[src/rtl/toggle_decoder_if.sv]
// Output word stream of toggle_decoder.
//   out_data : head word of the decoder's output FIFO
//   out_vld  : FIFO non-empty
//   out_rdy  : consumer accept
// Handshake: a word transfers on a rising clk edge where out_vld=1 and
// out_rdy=1. out_vld never depends on out_rdy, and out_data is held stable
// while out_vld=1 and out_rdy=0.
interface toggle_decoder_if;
  logic [7:0] out_data;
  logic       out_vld;
  logic       out_rdy;

  modport master (output out_data, output out_vld, input out_rdy);
  modport slave  (input out_data, input out_vld, output out_rdy);
endinterface

[src/rtl/toggle_decoder.sv]
// toggle_decoder: recovers bits from a T-flip-flop encoded line (bit = q ^ previous q),
// frames them as start bit + 8 data bits LSB-first (+ odd parity bit when
// TOGGLE_DECODER_PARITY_EN is defined) and buffers words in a 2-entry FIFO.
// Ports:
//   clk       : clock, rising edge
//   clr       : asynchronous active-high reset
//   q         : encoded line, sampled when sym_vld=1
//   sym_vld   : symbol strobe
//   t_out     : recovered bit (registered), qualified by t_vld
//   t_vld     : one-cycle pulse, latency 1 from the sample
//   busy      : FSM not in IDLE
//   ovf       : sticky overflow (word dropped on full FIFO)
//   par_err   : sticky parity error (tied 0 without TOGGLE_DECODER_PARITY_EN)
//   dbg_state : current FSM state encoding
//   out_if    : output word stream (out_data / out_vld / out_rdy)
// Optional feature macro: TOGGLE_DECODER_PARITY_EN
module toggle_decoder (
  input  logic       clk,
  input  logic       clr,
  input  logic       q,
  input  logic       sym_vld,
  output logic       t_out,
  output logic       t_vld,
  output logic       busy,
  output logic       ovf,
  output logic       par_err,
  output logic [1:0] dbg_state,
  toggle_decoder_if.master out_if
);

`ifdef TOGGLE_DECODER_PARITY_EN
  typedef enum logic [1:0] {IDLE = 2'd0, DATA = 2'd1, PAR = 2'd2} state_t;
`else
  typedef enum logic [1:0] {IDLE = 2'd0, DATA = 2'd1} state_t;
`endif

  state_t      state_q, state_d;
  logic        prev_q;
  logic        t_out_q, t_vld_q;
  logic [2:0]  bcnt_q, bcnt_d;
  logic [7:0]  shreg_q, shreg_d;
  logic        rec_bit;
  logic        push;
  logic [7:0]  push_data;
  logic        par_fail;

  logic [7:0]  mem_q [2];
  logic        wr_ptr_q, rd_ptr_q;
  logic [1:0]  occ_q, occ_d;
  logic        pop, push_ok, drop;
  logic        ovf_q;

  assign rec_bit = q ^ prev_q;

  // Recovered-bit path and decoder state registers
  always_ff @(posedge clk or posedge clr) begin
    if (clr) begin
      prev_q  <= 1'b0;
      t_out_q <= 1'b0;
      t_vld_q <= 1'b0;
      state_q <= IDLE;
      bcnt_q  <= 3'd0;
      shreg_q <= 8'd0;
    end else begin
      t_vld_q <= sym_vld;
      if (sym_vld) begin
        prev_q  <= q;
        t_out_q <= rec_bit;
      end
      state_q <= state_d;
      bcnt_q  <= bcnt_d;
      shreg_q <= shreg_d;
    end
  end

  // Next-state logic; all transitions happen only on a symbol strobe
  always_comb begin
    state_d   = state_q;
    bcnt_d    = bcnt_q;
    shreg_d   = shreg_q;
    push      = 1'b0;
    push_data = shreg_q;
    par_fail  = 1'b0;
    if (sym_vld) begin
      case (state_q)
        IDLE: begin
          if (rec_bit) begin
            state_d = DATA;
            bcnt_d  = 3'd0;
          end
        end
        DATA: begin
          shreg_d = {rec_bit, shreg_q[7:1]};  // LSB arrives first
          bcnt_d  = bcnt_q + 3'd1;            // wraps 7 -> 0 at end of data
          if (bcnt_q == 3'd7) begin
`ifdef TOGGLE_DECODER_PARITY_EN
            state_d = PAR;
`else
            state_d   = IDLE;
            push      = 1'b1;
            push_data = shreg_d;
`endif
          end
        end
`ifdef TOGGLE_DECODER_PARITY_EN
        PAR: begin
          state_d   = IDLE;
          push      = 1'b1;
          push_data = shreg_q;
          // odd parity: XOR over data plus parity bit must be 1
          par_fail  = ~(^{shreg_q, rec_bit});
        end
`endif
        default: state_d = IDLE;
      endcase
    end
  end

  // FIFO control: a full FIFO still accepts a push when a pop frees the head
  assign pop     = (occ_q != 2'd0) && out_if.out_rdy;
  assign push_ok = push && ((occ_q != 2'd2) || pop);
  assign drop    = push && (occ_q == 2'd2) && !pop;

  always_comb begin
    occ_d = occ_q;
    case ({push_ok, pop})
      2'b10:   occ_d = occ_q + 2'd1;
      2'b01:   occ_d = occ_q - 2'd1;
      default: occ_d = occ_q;
    endcase
  end

  always_ff @(posedge clk or posedge clr) begin
    if (clr) begin
      mem_q[0] <= 8'd0;
      mem_q[1] <= 8'd0;
      wr_ptr_q <= 1'b0;
      rd_ptr_q <= 1'b0;
      occ_q    <= 2'd0;
      ovf_q    <= 1'b0;
    end else begin
      if (push_ok) begin
        mem_q[wr_ptr_q] <= push_data;
        wr_ptr_q        <= ~wr_ptr_q;
      end
      if (pop) rd_ptr_q <= ~rd_ptr_q;
      occ_q <= occ_d;
      if (drop) ovf_q <= 1'b1;
    end
  end

`ifdef TOGGLE_DECODER_PARITY_EN
  logic par_err_q;
  always_ff @(posedge clk or posedge clr) begin
    if (clr)           par_err_q <= 1'b0;
    else if (par_fail) par_err_q <= 1'b1;
  end
  assign par_err = par_err_q;
`else
  assign par_err = 1'b0;
`endif

  assign out_if.out_data = mem_q[rd_ptr_q];
  assign out_if.out_vld  = (occ_q != 2'd0);
  assign t_out     = t_out_q;
  assign t_vld     = t_vld_q;
  assign busy      = (state_q != IDLE);
  assign ovf       = ovf_q;
  assign dbg_state = state_q;

endmodule

[src/flat_wrapper.sv]
// flat-port wrapper written by rule: the top's interface ports become plain ports
module toggle_decoder_flat 
  (clk, clr, q, sym_vld, t_out, t_vld, busy, ovf, par_err, dbg_state, out_if_out_data, out_if_out_vld, out_if_out_rdy);
  toggle_decoder_if out_if_i ();
  input  logic clk;
  input  logic clr;
  input  logic q;
  input  logic sym_vld;
  output logic t_out;
  output logic t_vld;
  output logic busy;
  output logic ovf;
  output logic par_err;
  output logic [1:0] dbg_state;
  output wire logic [$bits(out_if_i.out_data)-1:0] out_if_out_data;
  output wire logic [$bits(out_if_i.out_vld)-1:0] out_if_out_vld;
  input wire logic [$bits(out_if_i.out_rdy)-1:0] out_if_out_rdy;
  assign out_if_out_data = out_if_i.out_data;
  assign out_if_out_vld = out_if_i.out_vld;
  assign out_if_i.out_rdy = out_if_out_rdy;
  toggle_decoder u_core (.clk(clk), .clr(clr), .q(q), .sym_vld(sym_vld), .t_out(t_out), .t_vld(t_vld), .busy(busy), .ovf(ovf), .par_err(par_err), .dbg_state(dbg_state), .out_if(out_if_i));
endmodule
[config.mk]
export PLATFORM = sky130hd
export DESIGN_NAME = toggle_decoder_flat
export DESIGN_NICKNAME = d
export VERILOG_FILES = /design/src/rtl/toggle_decoder_if.sv /design/src/rtl/toggle_decoder.sv /design/src/flat_wrapper.sv
export SDC_FILE = /design/constraint.sdc
export NUM_CORES = 1
export LEC_CHECK = 0
export ABC_AREA = 1
export CORE_UTILIZATION = 50
export DETAILED_ROUTE_END_ITERATION = 8
export PLACE_DENSITY = 0.69
export SETUP_SLACK_MARGIN = 0.15
export SYNTH_ARGS = -nofsm -noshare
export SYNTH_HDL_FRONTEND = slang
export SYNTH_SLANG_ARGS = --single-unit
[constraint.sdc]
create_clock -name clk -period 1.56 [get_ports clk]
set_input_delay 0.39 -clock clk [delete_from_list [all_inputs] [get_ports clk]]
set_output_delay 0.39 -clock clk [all_outputs]
set_load 0.02 [all_outputs]
### After elaboration in Yosys (flattened, before gate mapping)

Index checks and enable logic that the tools add are counted.

| operators by class | value |
|---|---|
| $add $sub $neg | 3 |
| bitwise operators | 5 |
| multiplexer cells | 18 |
| equality and inequality tests | 8 |
| magnitude comparators | 3 |
| reductions and logical operators | 15 |

Operator list:

| cell | number |
|---|---|
| 8-bit two-way mux | 7 |
| 16-bit bitwise mux | 1 |
| 8-bit demux with 1-bit select | 1 |
| 2-bit case mux with 2 select lines | 2 |
| 2-bit nonzero test | 4 |
| 3-bit case mux with 2 select lines | 1 |
| 3-bit AND reduction | 2 |
| 1-bit logical AND | 5 |
| 2-bit by 1-bit equality test with 1-bit output (second input constant) | 2 |
| 2-bit equality test (second input constant) | 2 |
| 2-bit >= comparator (second input constant) | 2 |
| 2-bit two-way mux | 2 |
| 2-bit by 1-bit inequality test with 1-bit output (second input constant) | 2 |
| 1-bit inverter with 2-bit output | 2 |
| 3-bit by 1-bit adder with 3-bit output (second input constant) | 1 |
| 3-bit equality test (second input constant) | 1 |
| 1-bit two-way mux | 3 |
| 3-bit two-way mux | 1 |
| 2-bit by 1-bit adder with 2-bit output (second input constant) | 1 |
| 2-bit zero test | 1 |
| 2-bit by 1-bit < comparator with 1-bit output (second input constant) | 1 |
| 2-bit inequality test (second input constant) | 1 |
| 1-bit inverter | 2 |
| 2-bit AND reduction | 1 |
| other kinds (4) | 4 |

| word-level totals | value |
|---|---|
| output and inout port bits | 16 |
| input bits | 5 |
| logic and storage cells | 64 |
| flip-flop bits (word level) | 37 |

### Depth between registers and ports, before layout

Gate-level depths: netlist (run 1).

| logic depth | value |
|---|---|
| depth after elaboration | 7 |
| mapped depth | 9 |
| depth with buffers taken out | 9 |

### Worst setup path after synthesis (run 1)

Ideal clock, no wire load.

| timing | value |
|---|---|
| kind | register -> output |
| start point | register u_core.rd_ptr_q |
| end point | output port out_if_out_data[2] |
| path buffers | 1 |
| data required time | 1.170 ns |
| slack | 0.063 ns |
| data arrival time | 1.107 ns |
| stages on the path, launching flop included | 3 |
| path through | dfrtp_1 > clkbuf_1 > o21ai_0 |

| between the ends | value |
|---|---|
| longest elaborated chain between the ends | 4 |

RTL lines:

| element | line | source |
|---|---|---|
| from (decl) | toggle_decoder.sv:48 | `logic wr_ptr_q, rd_ptr_q;` |
| from (signal assigned) | toggle_decoder.sv:146 | `if (pop) rd_ptr_q <= ~rd_ptr_q;` |
| 1-bit inverter with 2-bit output (implied by the code) | toggle_decoder.sv:163 | `assign out_if.out_data = mem_q[rd_ptr_q];` |
| 8-bit two-way mux (implied by the code) (3 in a row) | toggle_decoder.sv:163 |  |
| to (decl) | flat_wrapper.sv:15 | `output wire logic [$bits(out_if_i.out_data)-1:0] out_if_out_data;` |

No other way between the ends. The select of a mux whose other input is x is not followed.

### Final worst setup path (run 1)

| timing | value |
|---|---|
| start point | register u_core.rd_ptr_q |
| end point | output port out_if_out_data[1] |

The elaborated chain is that of the path after synthesis.

==> results.md, run 1 <==
- period utilization: 104%
- internal cell power: 2.42 mW
- area added between synthesis and finish: 45.7%
- kind of launch point of the worst setup path: flip-flop
- multi-input combinational cell area: 911 sq um
- count of standard-cell rows: 20
- routed length per placed instance: 13.6 um
- effective utilization at floorplan: 54.1%
- fill count: 204
- wire length of the first global-routing pass: 6.07 mm
- Worst Path Class, Setup: reg2out
- setup ws final: -0.0554 ns
- Root Buffer: clkbuf_4
- half-perimeter wire length after detailed placement: 2.27 mm
- capture point of the worst path: out_if_out_data[1]
- count of non-filler cells in the finished layout: 284
- Clock Path Buffers: 2
- area of the die: 0.00362 sq mm
- reported net switching power: 1.74 mW
- Setup WS pre-CTS: -0.226 ns
- register cell area after layout: 902 sq um
- sw frac: 41.8%
- Min Clock Period, post-route: 1.62 ns
- number of hold violations in the final report: 0
- number of buffers added on ports: 18
- DRT iter0 DRCs: 41
- I/O pins: 21
- Crit path required time: 1.17 ns
- pin count of the biggest net entering global routing: 37
- H-tree lvl count: 2
- placer congestion estimate: 0.729
- hold buffers post-CTS: 0
- antenna violations before repair: 0
- Syn. warnings: 0
- average cell area after synthesis: 8.50 sq um
- setup total negative slack: -0.279 ns
- clock share of power: 10.5%
- fraction of power consumed by combinational cells: 53.4%
- max-cap violation count: 0
- number of clock sinks: 36
- Final setup viols: 8
- element type at the critical path end: primary output
- Die Span Y: 60.2 um
- Via-to-Cell Ratio: 5.07
- standard cell core area: 0.00313 sq mm
- worst voltage drop across the vdd grid: 0.000840 V
- residual antenna-violating net count after detailed routing: 0
- sequential-to-total area share from yosys stat: 53.3%
- type of the tightest min-delay check: in2async
- horizontal die dimension: 60.2 um
- Power Dens Cells: 1690 mW/mm^2
- number of nets in the finished design: 249
- Via Count: 1441
- clock transition at the registers of the reported paths: 0.10 ns
- Leakage: 1.25 nW
- Seq pwr share: 36.2%
- register bit total from synthesis: 36
- count of cell types in the netlist: 21
- number of clock buffers inserted by TritonCTS: 5
- highest clock rate: 619 MHz
- RSZ-0062 raised after global routing: yes
- Post-Syn Instances: 199
- Critical R2R Capture: u_core.mem_q[13]
- latest clock arrival within the worst-skew pair: 0.35 ns
- skew final: 0.0114 ns
- CTS tree: yes
- final routed wirelength across all metal layers: 3.86 mm
- vias in the first global route: 1331
- number of DRC violations after detailed routing: 0
- Antenna diodes: 0
- WP data arrival: 1.23 ns
- Finished Core Util: 78.8%
- r2r worst-path depth: 10
- Max Slew Vio Count: 0
- run status: finished with violations
- worst setup path startpoint: u_core.rd_ptr_q
- DRT Pass-1 Iters: 4
- largest driver fanout on the critical path: 7
- violations in the final reports: negative setup slack
- summed instance area of the synthesized netlist: 0.00169 sq mm
- fraction of layout instances using a drive strength above 1: 44.6%
- Congestion Overflow GR: 0
- beginning of the worst register-to-register path: u_core.bcnt_q[1]
- reg-to-reg slack, setup: 0.01 ns
- Global Route Usage Sum: 23.9%
- number of instances in the placed design: 269
## final cells by class
class                   count  share of cell area (%)
flip-flops and latches     36                    36.6
multi-input cells         133                    37.0
clock buffers               5                    1.52
inverters                  24                    3.96
repair buffers             42                    18.7
well taps                  44                    2.23
## synthesized netlist by cell type
cell type	instances	area (sq um)
o31ai_1	1	7.51
o21ai_0	30	150
clkbuf_1	2	7.51
buf_4	4	30.0
xor2_1	2	17.5
conb_1	1	3.75
mux2_2	1	11.3
dfrtp_1	36	901
clkinv_2	1	5.00
a21oi_1	1	5.00
buf_6	1	11.3
o21ai_2	2	17.5
inv_1	23	86.3
o21bai_1	1	7.51
nand2_4	2	22.5
nor2_8	2	40.0
nand3_2	1	10.0
nand3_1	8	40.0
nand2_1	77	289
ha_1	2	25.0
nor2_1	1	3.75
## registers in the layout, summed over array words and instances, names as in the netlist
register	cells
u_core.mem_q	16
u_core.shreg_q	8
u_core.bcnt_q	3
u_core.occ_q	2
u_core.dbg_state	1
u_core.ovf	1
u_core.prev_q	1
u_core.rd_ptr_q	1
u_core.t_out	1
u_core.t_vld	1
u_core.wr_ptr_q	1
## worst min-delay path by stage
| stage | from | end | slack (ns) | cells past startpoint |
|---|---|---|---|---|
| after global routing | clr | u_core.bcnt_q[2] | 0.40 | 3 |
| after global placement | u_core.ovf | u_core.ovf | 0.46 | 1 |
| final | clr | u_core.bcnt_q[2] | 0.37 | 3 |
| after detailed placement | u_core.mem_q[7] | u_core.mem_q[7] | 0.47 | 2 |
| after CTS | clr | u_core.bcnt_q[2] | 0.38 | 3 |
| after floorplan | sym_vld | u_core.t_vld | 0.42 | 0 |
## critical path, cell delays in order (launching register included)
cell     delay, ns
dfrtp_2       0.45
buf_12        0.15
o21ai_2       0.14
buf_6         0.14
## cells by family after synthesis
group           share of synthesized area [%]
xor+xnor                                 1.04
other cells                             0.222
mux                                     0.666
fa+ha+maj                                1.48
flops                                    53.3
buf+inv                                  8.28
compound gates                           11.1
simple gates                             24.0
## through the flow
step / hold slack (ns) / cell area (sq um) / power [mW]
2_1_floorplan: 0.421 / 1700 / 2.34
3_3_place_gp: 0.462 / 2020 / 2.88
3_5_place_dp: 0.465 / 2020 / 2.95
4_1_cts: 0.381 / 2350 / 3.89
5_1_grt: 0.396 / 2460 / 4.43
6_report: 0.371 / 2460 / 4.15
## cell usage in the layout (no fill, tap or decap)
| master | n |
|---|---|
| inv_1 | 19 |
| buf_4 | 13 |
| clkdlybuf4s15_2 | 1 |
| ha_4 | 1 |
| inv_4 | 1 |
| buf_8 | 2 |
| o21ai_1 | 1 |
| o21ai_4 | 5 |
| nor2_1 | 1 |
| nand3_2 | 3 |
| clkbuf_4 | 5 |
| nor2_8 | 2 |
| dfrtp_1 | 35 |
| nand3_4 | 2 |
| clkbuf_2 | 1 |
| inv_2 | 3 |
| nand2_4 | 9 |
| a21oi_1 | 1 |
| buf_2 | 3 |
| clkdlybuf4s50_1 | 4 |
| o31ai_1 | 1 |
| mux2_2 | 1 |
| ha_2 | 1 |
| clkinv_4 | 1 |
| nand2_2 | 18 |
| xor2_1 | 2 |
| nand3_1 | 4 |
| buf_12 | 5 |
| buf_16 | 1 |
| o21ai_0 | 10 |
| o21bai_1 | 1 |
| o21ai_2 | 16 |
| conb_1 | 2 |
| dfrtp_2 | 1 |
| nand2_1 | 52 |
| buf_6 | 12 |
## per-layer routing
layer	global-route usage (%)	up-vias	share of wire [%]
li1	-	704	-
met1	27.1	698	40
met2	40.7	28	54
met3	8.44	11	3.5
met4	9.30	0	2.4
met5	0	-	0
## power by group through the flow
stage	Combinational, mW	Sequential (mW)	Clock (mW)
detailed placement	1.46	1.49	0
global route	2.41	1.54	0.483
global placement	1.41	1.47	0
floorplan	0.888	1.45	0
finish	2.22	1.50	0.435
CTS	1.98	1.47	0.437
## what timing repair did
| action | in CTS | in global routing |
|---|---|---|
| gates cloned | 2 | 0 |
| pin swaps | 13 | 5 |
| buffers inserted | 5 | 3 |
| setup endpoints to repair | 32 | 31 |
| resized for setup | 151 | 28 |
(Power assumes the default switching activity.)
==> run 2: changes to the inputs <==
--- a/config.mk
+++ b/config.mk
@@ -8,7 +8,7 @@
 export ABC_AREA = 1
 export CORE_UTILIZATION = 50
 export DETAILED_ROUTE_END_ITERATION = 8
-export PLACE_DENSITY = 0.69
+export PLACE_DENSITY = 0.73
 export SETUP_SLACK_MARGIN = 0.15
 export SYNTH_ARGS = -nofsm -noshare
 export SYNTH_HDL_FRONTEND = slang
==> run 2 against run 1 <==
Effect of this change:
- the flow still finishes with violations (negative setup slack)
- die area is the same
- total power grew 4.4%
- routed wire length grew 27%
- sequential share of layout area shrank 1.9 points
- fmax shrank 1.7%
- worst hold slack gained 0.053 ns
- combinational power grew 3%
- register-to-register slack lost 0.06 ns
- worst setup slack lost 0.028 ns
- flip-flop and latch count is the same
- via count grew 12%
- largest cell class unchanged
- highest routed layer unchanged
==> results.md, run 2 (synthesis results as in run 1) <==
- max reg flops: 16, unchanged
- number of nets in the finished design: 254, +2.0%
- period utilization: 105%, +1.8 points
- number of hold violations in the final report: 0, unchanged
- wire length of the first global-routing pass: 6.88 mm, +13%
- Power Dens Cells: 1670 mW/mm^2, -1.1%
- final instance area: 0.00260 sq mm, +5.6%
- Largest Register: u_core.mem_q
- pin count of the biggest net entering global routing: 37, unchanged
- Root Buffer: clkbuf_4
- I/O pins: 21, unchanged
- registers with the most flip-flops: u_core.mem_q x16, u_core.shreg_q x8, u_core.bcnt_q x3
- RSZ-0062 raised after global routing: yes
- Via Count: 1616, +12%
- Worst Path Class, Setup: reg2out
- count of standard-cell rows: 20, unchanged
- number of clock buffers inserted by TritonCTS: 5, unchanged
- Global Route Usage Sum: 26.5%, +2.6 points
- WP data arrival: 1.25 ns, +0.02 ns
- worst voltage drop across the vdd grid: 0.00108 V, +29%
- Final setup viols: 17, +9
- standard cell core area: 0.00313 sq mm, unchanged
- latest clock arrival within the worst-skew pair: 0.34 ns, about the same
- vias in the first global route: 1454, +9.2%
- DRT Pass-1 Iters: 5, +1
- half-perimeter wire length after detailed placement: 2.43 mm, +6.9%
- DRT iter0 DRCs: 109, +170%
- highest clock rate: 608 MHz, -1.7%
- skew final: 0.00613 ns, -0.00529 ns
- violations in the final reports: negative setup slack
- type of the tightest min-delay check: in2async
- placer congestion estimate: 0.729, +0.11%
- number of buffers added on ports: 18, unchanged
- effective utilization at floorplan: 54.1%, unchanged
- antenna violations before repair: 0, unchanged
- Die Span Y: 60.2 um, unchanged
- residual antenna-violating net count after detailed routing: 0, unchanged
- number of clock sinks: 36, unchanged
- Min Clock Period, post-route: 1.64 ns, +0.0285 ns
- Crit path required time: 1.17 ns, about the same
- Power Total: 4.34 mW, +4.4%
- routed length per placed instance: 16.8 um, +24%
- number of DRC violations after detailed routing: 0, unchanged
- horizontal die dimension: 60.2 um, unchanged
- kind of launch point of the worst setup path: flip-flop
- max-cap violation count: 0, unchanged
- H-tree lvl count: 2, unchanged
- Antenna diodes: 0, unchanged
- Via-to-Cell Ratio: 5.53, +9.1%
- most common cell after layout, fill and taps aside: nand2_1
- largest driver fanout on the critical path: 8, +1
- area added between synthesis and finish: 53.8%
- run status: finished with violations
- setup ws final: -0.0838 ns, -0.0285 ns
- final routed wirelength across all metal layers: 4.92 mm, +27%
- placed inst area: 0.00202 sq mm, unchanged
- CTS tree: yes
- fraction of layout instances using a drive strength above 1: 48.8%, +4.2 points
- area of the die: 0.00362 sq mm, unchanged
- Clock Path Buffers: 2, unchanged
- clock transition at the registers of the reported paths: 0.10 ns, about the same
- Congestion Overflow GR: 0, unchanged
- element type at the critical path end: primary output
- Leakage: 1.33 nW, +6.7%
- most frequent cells in the layout: nand2_1 (41), dfrtp_1 (35), nand2_2 (25)
- Max Slew Vio Count: 0, unchanged
-- run 2: repair_timing --
action / CTS / global route
gates cloned: 2 / 1
pin swaps: 18 / 19
hold buffers: 0 / 0
hold endpoints to repair: 0 / 0
endpoints found under the setup margin: 32 / 33
gates resized for setup: 138 / 64
buffers inserted: 10 / 2
-- run 2: report_power, final --
group | switching, mW | total (mW) | internal [mW] | leakage, nW
clock | 0.293 | 0.516 | 0.222 | 0.0326
combinational | 1.31 | 2.29 | 0.983 | 0.854
sequential | 0.272 | 1.53 | 1.25 | 0.448
-- run 2: worst paths after layout --
check	endpoint	startpoint	slack [ns]	depth (start not counted)
setup / recovery	out_if_out_data[2]	u_core.rd_ptr_q	-0.08	4
hold reg to reg	u_core.ovf	u_core.ovf	0.49	1
min in group clk	u_core.t_vld	sym_vld	0.47	2
max in group asynchronous	u_core.rd_ptr_q	clr	0.95	3
setup reg to reg	u_core.mem_q[13]	u_core.occ_q[1]	-0.05	10
hold / removal	u_core.mem_q[10]	clr	0.42	3
-- run 2: worst max-delay path, stage by stage, from the launching register on --
cell,delay (ns)
dfrtp_2,0.45
buf_6,0.16
nand2_1,0.06
o21ai_1,0.08
buf_4,0.16
-- run 2: through the flow --
step           util, %  TNS [ns]  hold WS (ns)  setup WS [ns]  std cells
5_1_grt           83.2     -1.66         0.465         -0.132        292
2_1_floorplan        -         0         0.421         0.0626        200
4_1_cts           75.1    -0.304         0.392        -0.0415        289
3_5_place_dp      64.5     -4.99         0.464         -0.210        269
6_report          83.2    -0.787         0.423        -0.0838        292
3_3_place_gp      64.5     -3.88         0.462         -0.187        269
-- run 2: per-layer routing --
layer	vias up	routed length [um]	global-route usage, %	share of wire [%]
li1	721	-	-	-
met1	792	1820	32.8	37
met2	76	2620	44.7	53
met3	27	238	6.71	4.8
met4	0	244	8.64	5.0
met5	-	0	0	0
-- run 2: final cells by class --
| type | instances | area (sq um) |
|---|---|---|
| clock buffers | 8 | 58.8 |
| fillers | 172 | 526 |
| inverters | 24 | 103 |
| multi-input cells | 134 | 990 |
| flip-flops and latches | 36 | 902 |
| well taps | 44 | 55.1 |
| repair buffers | 46 | 494 |
==> run 3: changes to the inputs <==
--- a/config.mk
+++ b/config.mk
@@ -6,9 +6,10 @@
 export NUM_CORES = 1
 export LEC_CHECK = 0
 export ABC_AREA = 1
-export CORE_UTILIZATION = 50
+export CORE_UTILIZATION = 54
 export DETAILED_ROUTE_END_ITERATION = 8
-export PLACE_DENSITY = 0.73
+export PLACE_DENSITY = 0.78
+export REMOVE_ABC_BUFFERS = 1
 export SETUP_SLACK_MARGIN = 0.15
 export SYNTH_ARGS = -nofsm -noshare
 export SYNTH_HDL_FRONTEND = slang
==> run 3 against run 2 <==
Effect of this change:
- the flow finishes with violations (design-rule violations, negative setup slack)
- total power is 8.9% higher
- clock skew rose by 0.0063 ns
- highest routed layer unchanged
- register-to-register slack got worse by 0.06 ns
- non-clock buffer count up 7
- sequential share of layout area shrank 0.75 points
- die area shrank 7.2%
==> results.md, run 3 (synthesis results as in run 1) <==
- number of hold violations in the final report: 0, unchanged
- count of non-filler cells in the finished layout: 286, -2.1%
- placer congestion estimate: 0.722, -1.0%
- final routed wirelength across all metal layers: 6.45 mm, +31%
- skew final: 0.0124 ns, +0.00630 ns
- violations in the final reports: design-rule violations, negative setup slack
- period utilization: 110%, +4.6 points
- type of the tightest min-delay check: in2async
- max reg flops: 16, unchanged
- H-tree lvl count: 2, unchanged
- routed length per placed instance: 22.5 um, +34%
- setup ws final: -0.156 ns, -0.0724 ns
- Global Route Usage Sum: 33.0%, +6.6 points
- Die Span Y: 58.0 um, -3.6%
- Via-to-Cell Ratio: 6.25, +13%
- area added between synthesis and finish: 57.2%
- largest driver fanout on the critical path: 8, unchanged
- number of clock sinks: 36, unchanged
- Final setup viols: 20, +3
- worst slack on hold paths: 0.376 ns, -0.0477 ns
- Max Slew Vio Count: 0, unchanged
- horizontal die dimension: 58.0 um, -3.6%
- standard cell core area: 0.00285 sq mm, -8.8%
- reported net switching power: 2.15 mW, +14%
- max-cap violation count: 0, unchanged
- kind of launch point of the worst setup path: flip-flop
- most common cell after layout, fill and taps aside: nand2_1
- clock transition at the registers of the reported paths: 0.12 ns, +0.02 ns
- effective utilization at floorplan: 59.3%, +5.2 points
- Min Clock Period, post-route: 1.72 ns, +0.0724 ns
- latest clock arrival within the worst-skew pair: 0.37 ns, +0.03 ns
- most frequent cells in the layout: nand2_1 (39), dfrtp_1 (35), nand2_2 (24)
- count of standard-cell rows: 19, -5.0%
- number of clock buffers inserted by TritonCTS: 5, unchanged
- antenna violations before repair: 0, unchanged
- Worst Path Class, Setup: reg2out
- Crit path required time: 1.17 ns, about the same
- number of DRC violations after detailed routing: 2, +2
- DRT iter0 DRCs: 130, +19%
- Via Count: 1787, +11%
- number of buffers added on ports: 18, unchanged
- cells along the critical path: buf_8, nand2_2, o21ai_2, buf_6
- WP data arrival: 1.33 ns, +0.08 ns
- pin count of the biggest net entering global routing: 37, unchanged
- wire length of the first global-routing pass: 8.03 mm, +17%
- clock share of power: 11.8%, about the same
- number of instances in the placed design: 257, -4.5%
- Leakage: 1.41 nW, +5.4%
- Seq pwr share: 33.1%, -2.1 points
- sw frac: 45.5%, +2.2 points
- vias in the first global route: 1686, +16%
- run status: finished with violations
- Largest Register: u_core.mem_q
- internal cell power: 2.58 mW, +4.7%
- fraction of power consumed by combinational cells: 55.1%, +2.2 points
- RSZ-0062 raised after global routing: yes
- area of the die: 0.00336 sq mm, -7.2%
- CTS tree: yes
- fraction of layout instances using a drive strength above 1: 51.8%, +3.0 points
- half-perimeter wire length after detailed placement: 2.38 mm, -1.7%
- DRT Pass-1 Iters: 9, +4
- residual antenna-violating net count after detailed routing: 0, unchanged
- I/O pins: 21, unchanged
- element type at the critical path end: primary output
- Clock Path Buffers: 2, unchanged
- Root Buffer: clkbuf_4
- Critical Path Max Stage Delay: 0.48 ns, +0.03 ns
- worst voltage drop across the vdd grid: 0.00124 V, +14%
- Antenna diodes: 0, unchanged
- Congestion Overflow GR: 0, unchanged
- registers with the most flip-flops: u_core.mem_q x16, u_core.shreg_q x8, u_core.bcnt_q x3
- Power Dens Cells: 1780 mW/mm^2, +6.6%
- standard cell with the maximum stage delay on the critical path: dfrtp_2
- number of nets in the finished design: 261, +2.8%
- highest clock rate: 583 MHz, -4.2%
==> run 3: cell types whose count changed in the layout (fill, tap and decap cells not counted), moves of 2 or more <==
| cell | delta |
|---|---|
| nand3_4 | -2 |
| nand3_1 | +2 |
| buf_6 | +6 |
| o21ai_1 | -3 |
| inv_2 | +2 |
| o21ai_4 | +2 |
| nand2_1 | -2 |
| buf_12 | -2 |
| buf_4 | +3 |
| nand2_4 | +3 |
==> run 3: stage by stage <==
| step | worst slack (ns) | cell area [sq um] | power (mW) | utilization [%] | setup TNS, ns |
|---|---|---|---|---|---|
| global route | -0.190 | 2660 | 4.89 | 93.2 | -2.32 |
| CTS | -0.0383 | 2450 | 4.10 | 86.0 | -0.228 |
| global placement | -0.174 | 2000 | 2.87 | 70.2 | -3.82 |
| floorplan | 0.0352 | 1650 | 2.30 | - | 0 |
| detailed placement | -0.247 | 2000 | 2.97 | 70.2 | -4.85 |
| finish | -0.156 | 2660 | 4.72 | 93.2 | -1.57 |
==> run 3: critical path, delay by kind of cell, from the launching register on <==
| family | cells | cell delay [ns] |
|---|---|---|
| compound gates | 1 | 0.07 |
| buf+inv | 2 | 0.31 |
| flops | 1 | 0.48 |
| simple gates | 1 | 0.09 |
==> run 3: final timing paths <==
path	end	cells after the start	slack [ns]	start
worst max-delay path	out_if_out_data[5]	4	-0.16	u_core.rd_ptr_q
worst min-delay path	u_core.wr_ptr_q	3	0.38	clr
worst max register to register	u_core.mem_q[12]	10	-0.11	u_core.bcnt_q[0]
worst min register to register	u_core.ovf	1	0.51	u_core.ovf
max in group asynchronous	u_core.rd_ptr_q	3	0.98	clr
min in group clk	u_core.ovf	1	0.51	u_core.ovf
==> run 3: area by class of cell <==
class,count,area [sq um]
multi-input cells,134,1010
flip-flops and latches,36,902
repair buffers,53,542
fillers,82,193
inverters,24,105
clock buffers,8,58.8
well taps,31,38.8
==> run 3: layer usage <==
layer | track usage, % | routed length, um | up-vias
li1 | - | - | 729
met1 | 37.3 | 2230 | 876
met2 | 60.8 | 3260 | 134
met3 | 7.59 | 491 | 48
met4 | 11.9 | 465 | 0
met5 | 0 | 0 | -
==> run 3: timing repair <==
| action | CTS | global route |
|---|---|---|
| cloned | 3 | 0 |
| setup buffers | 14 | 4 |
| gates resized for setup | 169 | 46 |
| hold endpoints to repair | 0 | 0 |
| pin swaps | 24 | 19 |
| endpoints found under the setup margin | 32 | 35 |
| hold buffers | 0 | 0 |
==> run 3: power by group through the flow <==
stage	clock, mW	sequential (mW)	combinational (mW)
final	0.558	1.56	2.60
after global routing	0.596	1.57	2.72
after floorplan	0	1.48	0.829
after detailed placement	0	1.50	1.47
after global placement	0	1.47	1.40
after CTS	0.521	1.49	2.09
==> RTL edit 1 (config.mk and constraints of run 3) <==
Build with the macro `TOGGLE_DECODER_PARITY_EN` defined.
--- a/src/rtl/toggle_decoder.sv
+++ b/src/rtl/toggle_decoder.sv
@@ -15,4 +15,6 @@
 //   out_if    : output word stream (out_data / out_vld / out_rdy)
 // Optional feature macro: TOGGLE_DECODER_PARITY_EN
+`define TOGGLE_DECODER_PARITY_EN
+
 module toggle_decoder (
   input  logic       clk,
Function: changed (Yosys sat finds a counterexample within 10 cycles, from zero or initial values).
==> RTL edit 1 against run 3 <==
- routed wire length shrank 20%
- clock power increased by 54%
- largest power group unchanged
- largest cell class is now flip-flops and latches
- sequential cell count up 2
- the flow finishes with violations (setup timing)
- worst setup slack got worse by 0.056 ns
- highest routed layer unchanged
- core utilization shrank 9.6 points
- total power is 20% higher
- critical path type unchanged
- synthesized area grew 7.7%
- final cell count up 4.2%
- cell area is 1.6% lower
==> RTL edit 1: results (changes against run 3) <==
routed len/inst: 17.3 um (was 22.5 um)
DP Wirelength: 2640 um (was 2380 um)
Worst Skew: 0.00865 ns (was 0.0124 ns)
Clock Path Buffers: 2 (unchanged)
violated checks: setup timing (was DRC, setup timing)
status: complete, but fails checks (unchanged)
clk slew on worst S/H paths: 0.12 ns (about the same)
sequential share of the synthesized area: 52.2% (was 53.3%)
VDD IR-drop max: 1260 uV (was 1240 uV)
commonest cells in the netlist: nand2_1 (60), dfrtp_1 (38), o21ai_0 (21) (was nand2_1 (77), dfrtp_1 (36), o21ai_0 (30))
clock latency on the worst-skew pair: 0.36 ns
largest net degree at the start of global routing: 39 (was 37)
DR pass1 iterations: 5 (was 9)
Hold Crit Class: in2reg (was in2async)
Ant. Diodes: 0 (unchanged)
critical path arrival: 1.38 ns (was 1.33 ns)
TritonCTS Buffers: 5 (unchanged)
top_reg_cell synth: dfrtp_1 (unchanged)
first-pass GRT wire length: 7080 um (was 8030 um)
Async S/R FF share, synth: 100% (unchanged)
H-tree Lvls: 2 (unchanged)
Ys Warns: 0 (unchanged)
Largest regs: u_core.mem_q: 16 flops, u_core.shreg_q: 8 flops, u_core.bcnt_q: 3 flops (unchanged)
CTS root buffer: clkbuf_4 (unchanged)
Setup WS post-layout: -0.212 ns (was -0.156 ns)
initial antenna violation count: 0 (unchanged)
# port buffers: 20 (was 18)
DR vias: 1645 (was 1787)
Max Fanout on Critical Path: 5 (was 8)
leak pwr: 0.00130 uW (was 0.00141 uW)
Filler Cells Inserted: 172 (was 82)
placed cell area: 2190 um^2 (was 2000 um^2)
Synth area leaders: dfrtp_1 (52%), nand2_1 (12%), o21ai_0 (5.8%) (was dfrtp_1 (53%), nand2_1 (17%), o21ai_0 (8.9%))
layout cells sized above 1: 42.5% (was 51.8%)
total track usage: 28.0% (was 33.0%)
DR iter-0 viols: 80 (was 130)
Least-Margin Pin Slew: 0.271 ns
Placer Congestion: 0.794 (was 0.722)
endpoints failing setup: 8 (was 20)
post-synth cell types: 28 (was 21)
nets: 261 (unchanged)
GRT overflow: 0 (unchanged)
[RTL edit 1: area by class of cell]
cell class | instances | area [um^2] | share of cell area [%]
tap | 44 | 55.1 | 2.10
sequential | 38 | 955 | 36.5
inverter | 22 | 82.6 | 3.15
timing repair buffer | 54 | 537 | 20.5
clock buffer | 5 | 37.5 | 1.43
multi-input combinational | 132 | 882 | 33.7
clock inverter | 3 | 68.8 | 2.63
[RTL edit 1: cells by family (layout without fill, tap and decap cells)]
family | after synthesis | count (layout) | synth area share, %
AND/OR/NAND/NOR | 79 | 79 | 18.7
buffers and inverters | 27 | 84 | 6.94
adder cells (fa/ha/maj) | 3 | 3 | 2.06
flip-flops | 38 | 38 | 52.2
AO/OA/AOI/OAI | 38 | 38 | 13.3
multiplexers | 8 | 8 | 4.95
XOR/XNOR | 4 | 4 | 1.92
[RTL edit 1: report_power, final]
part	total [uW]	internal [uW]	switching [uW]
logic	3060	1480	1580
clock network	860	501	359
registers	1760	1380	385
[RTL edit 1: timing repair]
item / 4_1_cts / 5_1_grt
gates resized for setup: 103 / 39
setup endpoints to repair: 30 / 36
pin swaps: 5 / 2
buffers inserted: 12 / 4
gates cloned: 0 / 2
[RTL edit 1: path summary, 6_finish.rpt]
| check | startpoint | to | slack [ns] | cells past startpoint |
|---|---|---|---|---|
| max in group asynchronous | clr | u_core.rd_ptr_q | 1.00 | 3 |
| min | q | u_core.prev_q | 0.32 | 3 |
| min in group asynchronous | clr | u_core.occ_q[0] | 0.35 | 3 |
| max reg2reg | u_core.occ_q[0] | u_core.occ_q[1] | 0.02 | 9 |
| max | u_core.rd_ptr_q | out_if_out_data[0] | -0.21 | 3 |
| min reg2reg | u_core.mem_q[4] | u_core.mem_q[4] | 0.50 | 2 |
[RTL edit 1: metal layers]
metal  part of all wire, %  routed length [um]  track usage (%)  vias to the layer above
met5                     0                   0                0                        -
met1                    37                1880             30.8                      775
met4                   4.0                 204             14.6                        0
met2                    53                2730             49.0                       90
li1                      -                   -                -                      758
met3                   6.3                 324             7.58                       22
[RTL edit 1: critical path: stages (launching register included)]
cell	delay, ns
dfrtp_2	0.41
buf_6	0.13
mux2_2	0.35
buf_6	0.13
[RTL edit 1: per-stage QoR]
| stage | TNS, ns | worst slack [ns] | instances | hold slack [ns] |
|---|---|---|---|---|
| floorplan | -0.620 | -0.0835 | 192 | 0.421 |
| global placement | -7.14 | -0.350 | 272 | 0.453 |
| detailed placement | -8.83 | -0.467 | 272 | 0.465 |
| CTS | -1.49 | -0.199 | 292 | 0.365 |
| global route | -2.03 | -0.273 | 298 | 0.344 |
| finish | -1.62 | -0.212 | 298 | 0.315 |
==> RTL edit 2 (flow settings as in run 3) <==
Without the edit above. Take the reset off `shreg_q` and load it in a clocked block of its own.
--- a/src/rtl/toggle_decoder.sv
+++ b/src/rtl/toggle_decoder.sv
@@ -61,5 +61,4 @@
       state_q <= IDLE;
       bcnt_q  <= 3'd0;
-      shreg_q <= 8'd0;
     end else begin
       t_vld_q <= sym_vld;
@@ -70,6 +69,9 @@
       state_q <= state_d;
       bcnt_q  <= bcnt_d;
-      shreg_q <= shreg_d;
     end
+  end
+
+  always_ff @(posedge clk) begin
+    shreg_q <= shreg_d;
   end
 
Check against the original RTL: no difference found for any inputs over 10 cycles, from zero or initial values; that may be too few to reach the edited logic, so the function may still have changed.
==> RTL edit 2 against run 3 <==
- the run still ends with DRC, setup timing left
- sequential share of layout area up 4.7 points
- via count is 18% lower
- routed wire length decreased by 23%
- total power is 13% lower
- synthesized cell count fell by 9.0%
- worst setup slack gained 0.071 ns
- core utilization down 6.4 points
- synthesized area shrank 3.1%
- cell area fell by 8.4%
- sequential cell count stayed put
- critical endpoint is now out_if_out_data[1]
- highest routed layer unchanged
==> RTL edit 2: results (changes against run 3) <==
Setup WS post-layout: -0.0849 ns (was -0.156 ns)
first-pass GRT wire length: 6770 um (was 8030 um)
setup TNS: -0.855 ns (was -1.57 ns)
CP Capture Point: out_if_out_data[1] (was out_if_out_data[5])
sequential share of the synthesized area: 57.4% (was 53.3%)
cell internal pwr: 2390 uW (was 2580 uW)
Routed met2 length: 2580 um (was 3260 um)
DR pass1 iterations: 6 (was 9)
layout cells sized above 1: 52.4% (was 51.8%)
Reg2Reg Depth: 9 (was 10)
Worst R2R Start: u_core.bcnt_q[1] (was u_core.bcnt_q[0])
post-synthesis compound-gate area fraction: 8.17% (was 11.1%)
EDFF count, synth: 8 (was 0)
commonest cells in the netlist: nand2_1 (71), dfrtp_1 (28), o21ai_0 (21) (was nand2_1 (77), dfrtp_1 (36), o21ai_0 (30))
Filler Cells Inserted: 139 (was 82)
DP Wirelength: 2170 um (was 2380 um)
Max Fanout on Critical Path: 7 (was 8)
Worst Skew: 0.00749 ns (was 0.0124 ns)
status: complete, but fails checks (unchanged)
endpoints failing setup: 17 (was 20)
Placer Congestion: 0.760 (was 0.722)
adder-cell share of the synthesized area: 1.53% (was 1.48%)
met3 WL: 217 um (was 491 um)
post-cts sizing count: 144 (was 169)
multiplexer share of the synthesized area: 0.687% (was 0.666%)
critical path arrival: 1.25 ns (was 1.33 ns)
violated checks: DRC, setup timing (unchanged)
DRC Markers: 6 (was 2)
RTL edit 2: changes by cell type after synthesis, moves of 2 or more:
cell / run 3 / this run
nor2_4: 0 / 2
o21ai_0: 30 / 21
inv_1: 23 / 19
edfxtp_1: 0 / 8
nand2_1: 77 / 71
dfrtp_1: 36 / 28
RTL edit 2: cell type report:
cell class | count | area [um^2] | area share [%]
multi-input combinational | 119 | 873 | 35.8
tap | 31 | 38.8 | 1.59
clock inverter | 1 | 5.00 | 0.205
inverter | 20 | 77.6 | 3.18
timing repair buffer | 48 | 455 | 18.7
clock buffer | 7 | 45.0 | 1.85
sequential | 36 | 942 | 38.7
RTL edit 2: metrics by stage:
step | hold WS, ns | util [%] | cells | area [um^2] | power [uW]
after floorplan | 0.421 | - | 174 | 1590 | 2170
after global placement | 0.437 | 69.8 | 241 | 1960 | 2770
after detailed placement | 0.442 | 69.8 | 241 | 1960 | 2830
after CTS | 0.400 | 80.4 | 258 | 2260 | 3660
after global routing | 0.428 | 86.9 | 262 | 2440 | 4280
final | 0.376 | 86.9 | 262 | 2440 | 4110
RTL edit 2: logic make-up (layout without fill, tap and decap cells):
family | count (synthesis) | after routing
compound gates | 25 | 25
xor+xnor | 3 | 3
fa+ha+maj | 2 | 2
buf+inv | 28 | 76
flops | 36 | 36
mux | 1 | 1
other cells | 1 | 2
simple gates | 85 | 86
RTL edit 2: per-layer routing:
metal,track usage [%],vias to the layer above
li1,-,669
met1,33.1,730
met2,50.1,53
met3,7.03,20
met4,10.1,0
met5,0,-
RTL edit 2: power groups by stage:
stage / combinational [uW] / sequential (uW) / clock (uW)
global route: 2230 / 1520 / 532
CTS: 1730 / 1450 / 485
global placement: 1370 / 1400 / 0
floorplan: 726 / 1450 / 0
finish: 2100 / 1500 / 505
detailed placement: 1410 / 1420 / 0
